==> src/rtl/mod_halver_iter.sv <==
// Iterative modular halver: computes x * 2^-K mod Q, one halving step per clock.
// Odd accumulators take the (acc + Q) >> 1 path, so the result stays below Q without a final subtraction.
module mod_halver_iter #(
    parameter int unsigned BITWIDTH = 16,
    parameter int unsigned KWIDTH   = 5
) (
    input  logic                iClk,
    input  logic                iRstN,
    input  logic                iClr,
    input  logic                iStart,
    input  logic [BITWIDTH-1:0] iData,
    input  logic [BITWIDTH-1:0] iQ,
    input  logic [KWIDTH-1:0]   iK,
    output logic [BITWIDTH-1:0] oData,
    output logic                oBusy,
    output logic                oDone
);

    typedef enum logic [1:0] {
        StIdle,
        StRun,
        StDone
    } state_e;

    state_e              state;
    logic [BITWIDTH-1:0] acc;
    logic [BITWIDTH-1:0] qReg;
    logic [KWIDTH-1:0]   cnt;
    logic [BITWIDTH:0]   sum;
    logic [BITWIDTH-1:0] halfAcc;

    // Carry bit kept so that acc + Q never wraps for legal operands.
    always_comb begin
        sum     = {1'b0, acc};
        if (acc[0]) begin
            sum = {1'b0, acc} + {1'b0, qReg};
        end
        halfAcc = BITWIDTH'(sum >> 1);
    end

    always_ff @(posedge iClk or negedge iRstN) begin
        if (!iRstN) begin
            state <= StIdle;
            acc   <= '0;
            qReg  <= '0;
            cnt   <= '0;
            oData <= '0;
            oBusy <= 1'b0;
            oDone <= 1'b0;
        end else if (iClr) begin
            state <= StIdle;
            acc   <= '0;
            qReg  <= '0;
            cnt   <= '0;
            oData <= '0;
            oBusy <= 1'b0;
            oDone <= 1'b0;
        end else begin
            case (state)
                StIdle: begin
                    oDone <= 1'b0;
                    if (iStart) begin
                        acc   <= iData;
                        qReg  <= iQ;
                        cnt   <= iK;
                        oBusy <= 1'b1;
                        if (iK == '0) begin
                            state <= StDone;
                            oData <= iData;
                            oDone <= 1'b1;
                        end else begin
                            state <= StRun;
                        end
                    end
                end
                StRun: begin
                    acc <= halfAcc;
                    cnt <= cnt - 1'b1;
                    if (cnt == KWIDTH'(1)) begin
                        state <= StDone;
                        oData <= halfAcc;
                        oDone <= 1'b1;
                    end
                end
                StDone: begin
                    state <= StIdle;
                    oBusy <= 1'b0;
                    oDone <= 1'b0;
                end
                default: begin
                    state <= StIdle;
                    oBusy <= 1'b0;
                    oDone <= 1'b0;
                end
            endcase
        end
    end

endmodule

==> config.mk <==
export PLATFORM = sky130hd
export DESIGN_NAME = mod_halver_iter
export DESIGN_NICKNAME = d
export VERILOG_FILES = /design/src/rtl/mod_halver_iter.sv
export SDC_FILE = /design/constraint.sdc
export NUM_CORES = 1
export LEC_CHECK = 0
export CAP_MARGIN = 20
export CORE_MARGIN = 8
export CORE_UTILIZATION = 40
export DETAILED_ROUTE_END_ITERATION = 6
export PLACE_DENSITY_LB_ADDON = 0.12
export SLEW_MARGIN = 15
export SYNTH_ARGS = -nofsm -noshare
export SYNTH_HDL_FRONTEND = slang
export SYNTH_SLANG_ARGS = --single-unit
==> constraint.sdc <==
create_clock -name iClk -period 2.5 [get_ports iClk]
set_input_delay 0.625 -clock iClk [delete_from_list [all_inputs] [get_ports iClk]]
set_output_delay 0.625 -clock iClk [all_outputs]
set_load 0.02 [all_outputs]
==> impl_metrics.env, run 1 <==
export IMPL_rsz0062_at_grt="no"
export IMPL_synth_area_leaders="dfrtp_1 (41%), a21oi_1 (7.5%), mux2_2 (6.8%)"
export IMPL_die_area_sq_um=12000
export IMPL_cts_setup_buffers=0
export IMPL_synth_top_family_by_area="compound AO/OA/AOI/OAI gates"
export IMPL_slew_headroom=0.606
export IMPL_status="finished clean"
export IMPL_p_sw_frac=0.340
export IMPL_slew_viol_final=0
export IMPL_grt_max_degree=35
export IMPL_gp_congestion=0.878
export IMPL_hold_viol=0
export IMPL_synth_nets=450
export IMPL_h_tree_depth=3
export IMPL_vias=3192
export IMPL_syn_cell_area_sq_um=3490
export IMPL_p_seq_frac=0.397
export IMPL_synth_compound_area_share=0.210
export IMPL_synthMuxAreaShare=0.0764
export IMPL_synth_top_cell_area_share=0.409
export IMPL_avgViaCountPerCell=5.44
export IMPL_dr_pass1_iters=4
export IMPL_max_clock_path_buffers=2
export IMPL_synthAdderAreaFrac=0.0667
export IMPL_peakVddDrop_v=0.000359
export IMPL_cp_cell_sequence="ha_1 -> a21oi_1 -> a211oi_1 -> or2_2 -> o221ai_1 -> mux2i_1 -> mux2_2"
export IMPL_grt_pass1_vias=3220
export IMPL_fin_total_pwr_uw=2890
export IMPL_io_pins=59
export IMPL_fin_worst_skew_ns=0.00767
export IMPL_crit_type="register to register"
export IMPL_antenna_found_initial=0
export IMPL_clkLatencyLatePin_ns=0.34
export IMPL_max_freq_ghz=0.413
export IMPL_cts_root_buffer="clkbuf_8"
export IMPL_grt_pass1_wl_mm=16.7
export IMPL_ys_async_sr_fraction=1.00
export IMPL_gr_usage_all_layers=0.179
export IMPL_synth_flop_cell="dfrtp_1"
export IMPL_synthToLayoutAreaGrowth_pct=31.2
export IMPL_cp_arrival_ns=2.64
export IMPL_fin_util=0.533
export IMPL_p_leak_uw=0.00204
export IMPL_initial_utilization=0.406
export IMPL_io_buffers=58
export IMPL_antenna_cells=0
export IMPL_min_path_type="input pin to asynchronous set/reset pin"
export IMPL_ys_types=54
export IMPL_syn_inst=391
export IMPL_power_density_nw_per_um2=632
export IMPL_postRouteAntennaNets=0
export IMPL_startpoint_type="register"
export IMPL_overflow=0
export IMPL_synthSimpleGateAreaFrac=0.189
export IMPL_hold_ws_ns=0.284
export IMPL_fin_crit_ns=2.42
export IMPL_cpMaxStageDelayCell="dfrtp_1"
export IMPL_clock_power_share=0.274
export IMPL_internal_power_uw=1910
export IMPL_tightestPinTransition_ns=0.591
export IMPL_reg2reg_setup_slack_ns=0.08
export IMPL_die_width_microns=109
export IMPL_synth_largest_area_cell="dfrtp_1"
export IMPL_die_h_microns=109
export IMPL_p_sw_uw=983
export IMPL_cts_tree="done"
export IMPL_ys_ff_latch=57
export IMPL_std_cell_rows=34
export IMPL_clk_pin_slew_worst_paths_ns=0.07
export IMPL_routedWlPerCell_microns=17.4
export IMPL_power_frac_comb=0.329
export IMPL_syn_area_per_cell_sq_um=8.92
export IMPL_synth_warnings=0
export IMPL_cts_hold_buf=0
export IMPL_cts_sinks=57
export IMPL_cp_slowest_stage_delay_ns=0.41
export IMPL_numCtsBuffers=9
export IMPL_min_period_over_period=0.969
export IMPL_finalSetupViolCount=0
export IMPL_cp_end_kind="register"
export IMPL_synth_seq_area_share=0.409
export IMPL_synth_xor_area_share=0.0151
export IMPL_crit_path_max_fanout=4
export IMPL_dpl_hpwl_mm=7.84
export IMPL_drt_iter0_drc=131
export IMPL_drc_errors=0
export IMPL_drive_above_1_share=0.167
export IMPL_core_sq_um=8590
export IMPL_nNetsFinal=533
export IMPL_required_ns=2.72
export IMPL_wirelength_mm=10.2
export IMPL_synth_edf_count=0
export IMPL_cap_violations=0
## state kept, by name, indices dropped and copies added, names as in the netlist
signal / flops
cnt: 5
oBusy: 1
oData: 16
oDone: 1
qReg: 16
state: 2
acc: 16
## synthesized netlist by cell type, types with 3 or more instances
| library cell | count |
|---|---|
| o22ai_1 | 3 |
| or4_1 | 3 |
| clkbuf_1 | 16 |
| nor3_1 | 8 |
| dfrtp_1 | 57 |
| mux2i_1 | 3 |
| o21ai_0 | 19 |
| mux2_2 | 21 |
| inv_1 | 8 |
| nand2b_1 | 6 |
| o31ai_1 | 3 |
| a31oi_1 | 7 |
| nor2b_1 | 3 |
| ha_1 | 17 |
| a21oi_1 | 52 |
| xor2_1 | 4 |
| nand2_1 | 51 |
| nand3_1 | 10 |
| nor2_1 | 39 |
| or2_2 | 3 |
| and3_1 | 3 |
| a22oi_1 | 8 |
| a211oi_1 | 4 |
## power groups by stage
stage / registers [uW] / logic, uW / clock network (uW)
finish: 1150 / 952 / 791
global route: 1160 / 1040 / 848
CTS: 1150 / 956 / 812
detailed placement: 1160 / 951 / 0
global placement: 1160 / 940 / 0
floorplan: 1200 / 495 / 0
## timing repair
action,4_1_cts,5_1_grt
hold endpoints to repair,0,0
setup endpoints to repair,0,2
resized for setup,0,1
## critical path: cells and delay by family, from the launching register on
| kind | cells | cell delay, ns |
|---|---|---|
| muxes | 2 | 0.43 |
| DFF | 1 | 0.41 |
| and+or+nand+nor | 1 | 0.36 |
| AOI/OAI and AO/OA | 3 | 0.74 |
| adders and majority gates | 1 | 0.36 |
## layer usage
| metal | vias up | share of wire | track usage |
|---|---|---|---|
| met5 | - | 0 | 0 |
| met4 | 0 | 0.0090 | 0.0482 |
| met3 | 11 | 0.037 | 0.0393 |
| met2 | 63 | 0.45 | 0.283 |
| met1 | 1536 | 0.50 | 0.242 |
| li1 | 1582 | - | - |
## cell type report
cell class,count,area [sq um]
flip-flops and latches,57,1430
well taps,108,135
inverters,8,30.0
fillers,827,4020
repair buffers,92,856
multi-input cells,306,1960
clock buffers,13,159
clock inverters,3,15.0
## worst paths after layout
check / startpoint / to / cells past startpoint
worst max-delay path: acc[2] / acc[14] / 7
worst min-delay path: iRstN / cnt[3] / 1
worst max register to register: acc[2] / acc[14] / 7
worst min register to register: oData[5] / oData[5] / 1
max in group asynchronous: iRstN / acc[7] / 2
min in group iClk: oData[5] / oData[5] / 1
## metrics by stage
step / cells / instance area, sq um / TNS [ns] / setup WS, ns
global placement: 571 / 4400 / -1.51 / -0.126
detailed placement: 571 / 4400 / -2.03 / -0.162
finish: 587 / 4580 / 0 / 0.0783
CTS: 587 / 4570 / 0 / 0.0910
global route: 587 / 4580 / 0 / 0.0105
floorplan: 391 / 3490 / 0 / 0.0575
## logic make-up after synthesis
kind of cell             after synthesis
buffers and inverters                 28
flip-flops                            57
adder cells (fa/ha/maj)               18
XOR/XNOR                               6
AND/OR/NAND/NOR                      140
multiplexers                          24
AO/OA/AOI/OAI                        118
## placed cells by master (no fill, tap or decap), types with 4 or more instances in the layout
cell              n
a211oi_1          4
nor3_1            8
ha_1             17
nor2_1           39
a31oi_1           7
dfrtp_1          57
clkbuf_8         11
buf_4            32
a21oi_1          51
nand2b_1          6
nand3_1          10
nand2_1          51
a22oi_1           8
xor2_1            4
inv_1             8
clkdlybuf4s50_1  57
mux2_2           21
o21ai_0          19
(Power assumes the default switching activity.)
==> run 2, diff against run 1 <==
--- a/config.mk
+++ b/config.mk
@@ -5,6 +5,7 @@
 export SDC_FILE = /design/constraint.sdc
 export NUM_CORES = 1
 export LEC_CHECK = 0
+export ABC_AREA = 1
 export CAP_MARGIN = 20
 export CORE_MARGIN = 8
 export CORE_UTILIZATION = 40
==> impl_metrics.env, run 2 <==
export IMPL_status="finished clean"
export IMPL_gr_usage_all_layers=0.164
export IMPL_synthToLayoutAreaGrowth_pct=26.3
export IMPL_synth_largest_area_cell="dfrtp_1"
export IMPL_routedWlPerCell_microns=13.8
export IMPL_io_buffers=58
export IMPL_synth_top_cell_area_share=0.393
export IMPL_synth_flop_cell="dfrtp_1"
export IMPL_crit_top_cell="nand3_1"
export IMPL_cp_slowest_stage_delay_ns=0.42
export IMPL_synth_seq_area_share=0.393
export IMPL_clkLatencyLatePin_ns=0.34
export IMPL_dpl_hpwl_mm=7.62
export IMPL_gp_congestion=0.877
export IMPL_antenna_cells=0
export IMPL_required_ns=2.78
export IMPL_tightestPinTransition_ns=0.644
export IMPL_drt_iter0_drc=169
export IMPL_startpoint_type="register"
export IMPL_drive_above_1_share=0.0591
export IMPL_synth_most_common_cell="nand2_1"
export IMPL_die_h_microns=111
export IMPL_core_sq_um=8760
export IMPL_h_tree_depth=3
export IMPL_reg2reg_setup_slack_ns=0.37
export IMPL_cts_hold_buf=0
export IMPL_cts_tree="done"
export IMPL_setup_tns_ns=0
export IMPL_syn_area_per_cell_sq_um=6.74
export IMPL_slew_headroom=0.570
export IMPL_peakVddDrop_v=0.000542
export IMPL_max_freq_ghz=0.470
export IMPL_synth_warnings=0
export IMPL_cts_root_buffer="clkbuf_8"
export IMPL_ys_top_cells_by_count="nand2_1 (213), inv_1 (72), dfrtp_1 (57), nor2_1 (42), o21ai_0 (37)"
export IMPL_die_width_microns=111
export IMPL_synth_nets=598
export IMPL_cts_repair_resized=0
export IMPL_cap_violations=0
export IMPL_power_density_nw_per_um2=990
export IMPL_min_path_type="input pin to asynchronous set/reset pin"
export IMPL_nNetsFinal=663
export IMPL_drc_errors=0
export IMPL_grt_pass1_wl_mm=16.8
export IMPL_cts_sinks=57
export IMPL_io_pins=59
export IMPL_postRouteAntennaNets=0
export IMPL_fin_worst_skew_ns=0.0106
export IMPL_nFillCells=868
export IMPL_std_cell_rows=34
export IMPL_die_area_sq_um=12400
export IMPL_min_period_over_period=0.851
export IMPL_clk_pin_slew_worst_paths_ns=0.07
export IMPL_cts_setup_buffers=0
export IMPL_numCtsBuffers=9
export IMPL_cp_cell_sequence="inv_1 -> fa_1 -> inv_1 -> nand3_1 -> nand3_1 -> nand3_1 -> nand3_1 -> a21oi_1 -> o21ai_0 -> nand2_1 -> nand2_1"
export IMPL_ys_ff_latch=57
export IMPL_dr_pass1_iters=4
export IMPL_ff2ff_path_depth=11
export IMPL_top_regs="acc (16), oData (16), qReg (16)"
export IMPL_fin_total_pwr_uw=4540
export IMPL_grt_max_degree=33
export IMPL_final_common_cell="nand2_1"
export IMPL_hold_ws_ns=0.308
export IMPL_wirelength_mm=9.89
export IMPL_max_clock_path_buffers=2
export IMPL_antenna_found_initial=0
export IMPL_finalSetupViolCount=0
export IMPL_vias=3545
export IMPL_hold_viol=0
export IMPL_grt_pass1_vias=3654
export IMPL_p_leak_uw=0.00240
export IMPL_cp_arrival_ns=2.41
export IMPL_rsz0062_at_grt="no"
export IMPL_initial_utilization=0.414
export IMPL_crit_path_max_fanout=4
export IMPL_ys_async_sr_fraction=1.00
export IMPL_cpMaxStageDelayCell="fa_1"
export IMPL_final_cell_mix="nand2_1 (213), inv_1 (72), dfrtp_1 (57), clkdlybuf4s50_1 (57), nor2_1 (42)"
export IMPL_avgViaCountPerCell=4.94
export IMPL_synth_edf_count=0
export IMPL_synth_area_leaders="dfrtp_1 (39%), nand2_1 (22%), inv_1 (7.4%)"
export IMPL_cp_end_kind="register"
export IMPL_ys_types=30
export IMPL_fin_crit_ns=2.13
export IMPL_crit_type="register to register"
export IMPL_syn_cell_area_sq_um=3630
export IMPL_syn_inst=539
export IMPL_slew_viol_final=0
export IMPL_overflow=0
[run 2: changes by cell type after synthesis, sizes merged, moves of 4 or more]
cell	change
nand2b	-6
o21ai	+18
inv	+66
clkbuf	-7
nand3	+25
nand2	+163
mux2	-21
nor2	+4
a22oi	-8
a21oi	-33
[run 2: layer usage]
| metal | global-route usage | share of wire | up-vias |
|---|---|---|---|
| met3 | 0.0368 | 0.041 | 12 |
| met1 | 0.188 | 0.45 | 1644 |
| met5 | 0 | 0 | - |
| met4 | 0.0596 | 0.017 | 0 |
| met2 | 0.289 | 0.49 | 70 |
| li1 | - | - | 1819 |
[run 2: cells by family after synthesis]
family	share of synthesized area
compound gates	0.104
buf+inv	0.0968
fa+ha+maj	0.0641
xor+xnor	0.00724
simple gates	0.335
flops	0.393
[run 2: report_power, final]
group	switching, uW	internal (uW)
Clock	390	587
Sequential	245	1220
Combinational	1300	805
Total	1930	2610
[run 2: cell type report]
type	instances	area, sq um	share of cell area
Clock buffer	11	141	0.0308
Clock inverter	5	78.8	0.0172
Timing Repair Buffer	69	671	0.146
Sequential cell	57	1430	0.311
Multi-Input combinational cell	392	1850	0.404
Inverter	75	282	0.0614
Tap cell	108	135	0.0295
[run 2: metrics by stage]
stage	cell area (sq um)	util	instances	setup slack (ns)
4_1_cts	4590	0.524	717	0.387
5_1_grt	4590	0.524	717	0.168
3_5_place_dp	4370	0.498	701	0.241
6_report	4590	0.524	717	0.373
3_3_place_gp	4370	0.498	701	0.275
2_1_floorplan	3630	-	539	0.729
[run 2: final timing paths]
kind / start / endpoint
worst max register to register: acc[1] / oData[15]
worst max-delay path: acc[1] / oData[15]
min in group iClk: oData[12] / oData[12]
worst min register to register: oData[12] / oData[12]
worst min-delay path: iRstN / qReg[14]
max in group asynchronous: iRstN / cnt[1]
[run 2: worst max-delay path: cells and delay by family (launching register included)]
family | cells | cell delay, ns
AND/OR/NAND/NOR | 6 | 0.68
adder cells (fa/ha/maj) | 1 | 0.42
AO/OA/AOI/OAI | 2 | 0.40
flip-flops | 1 | 0.38
buffers and inverters | 2 | 0.21
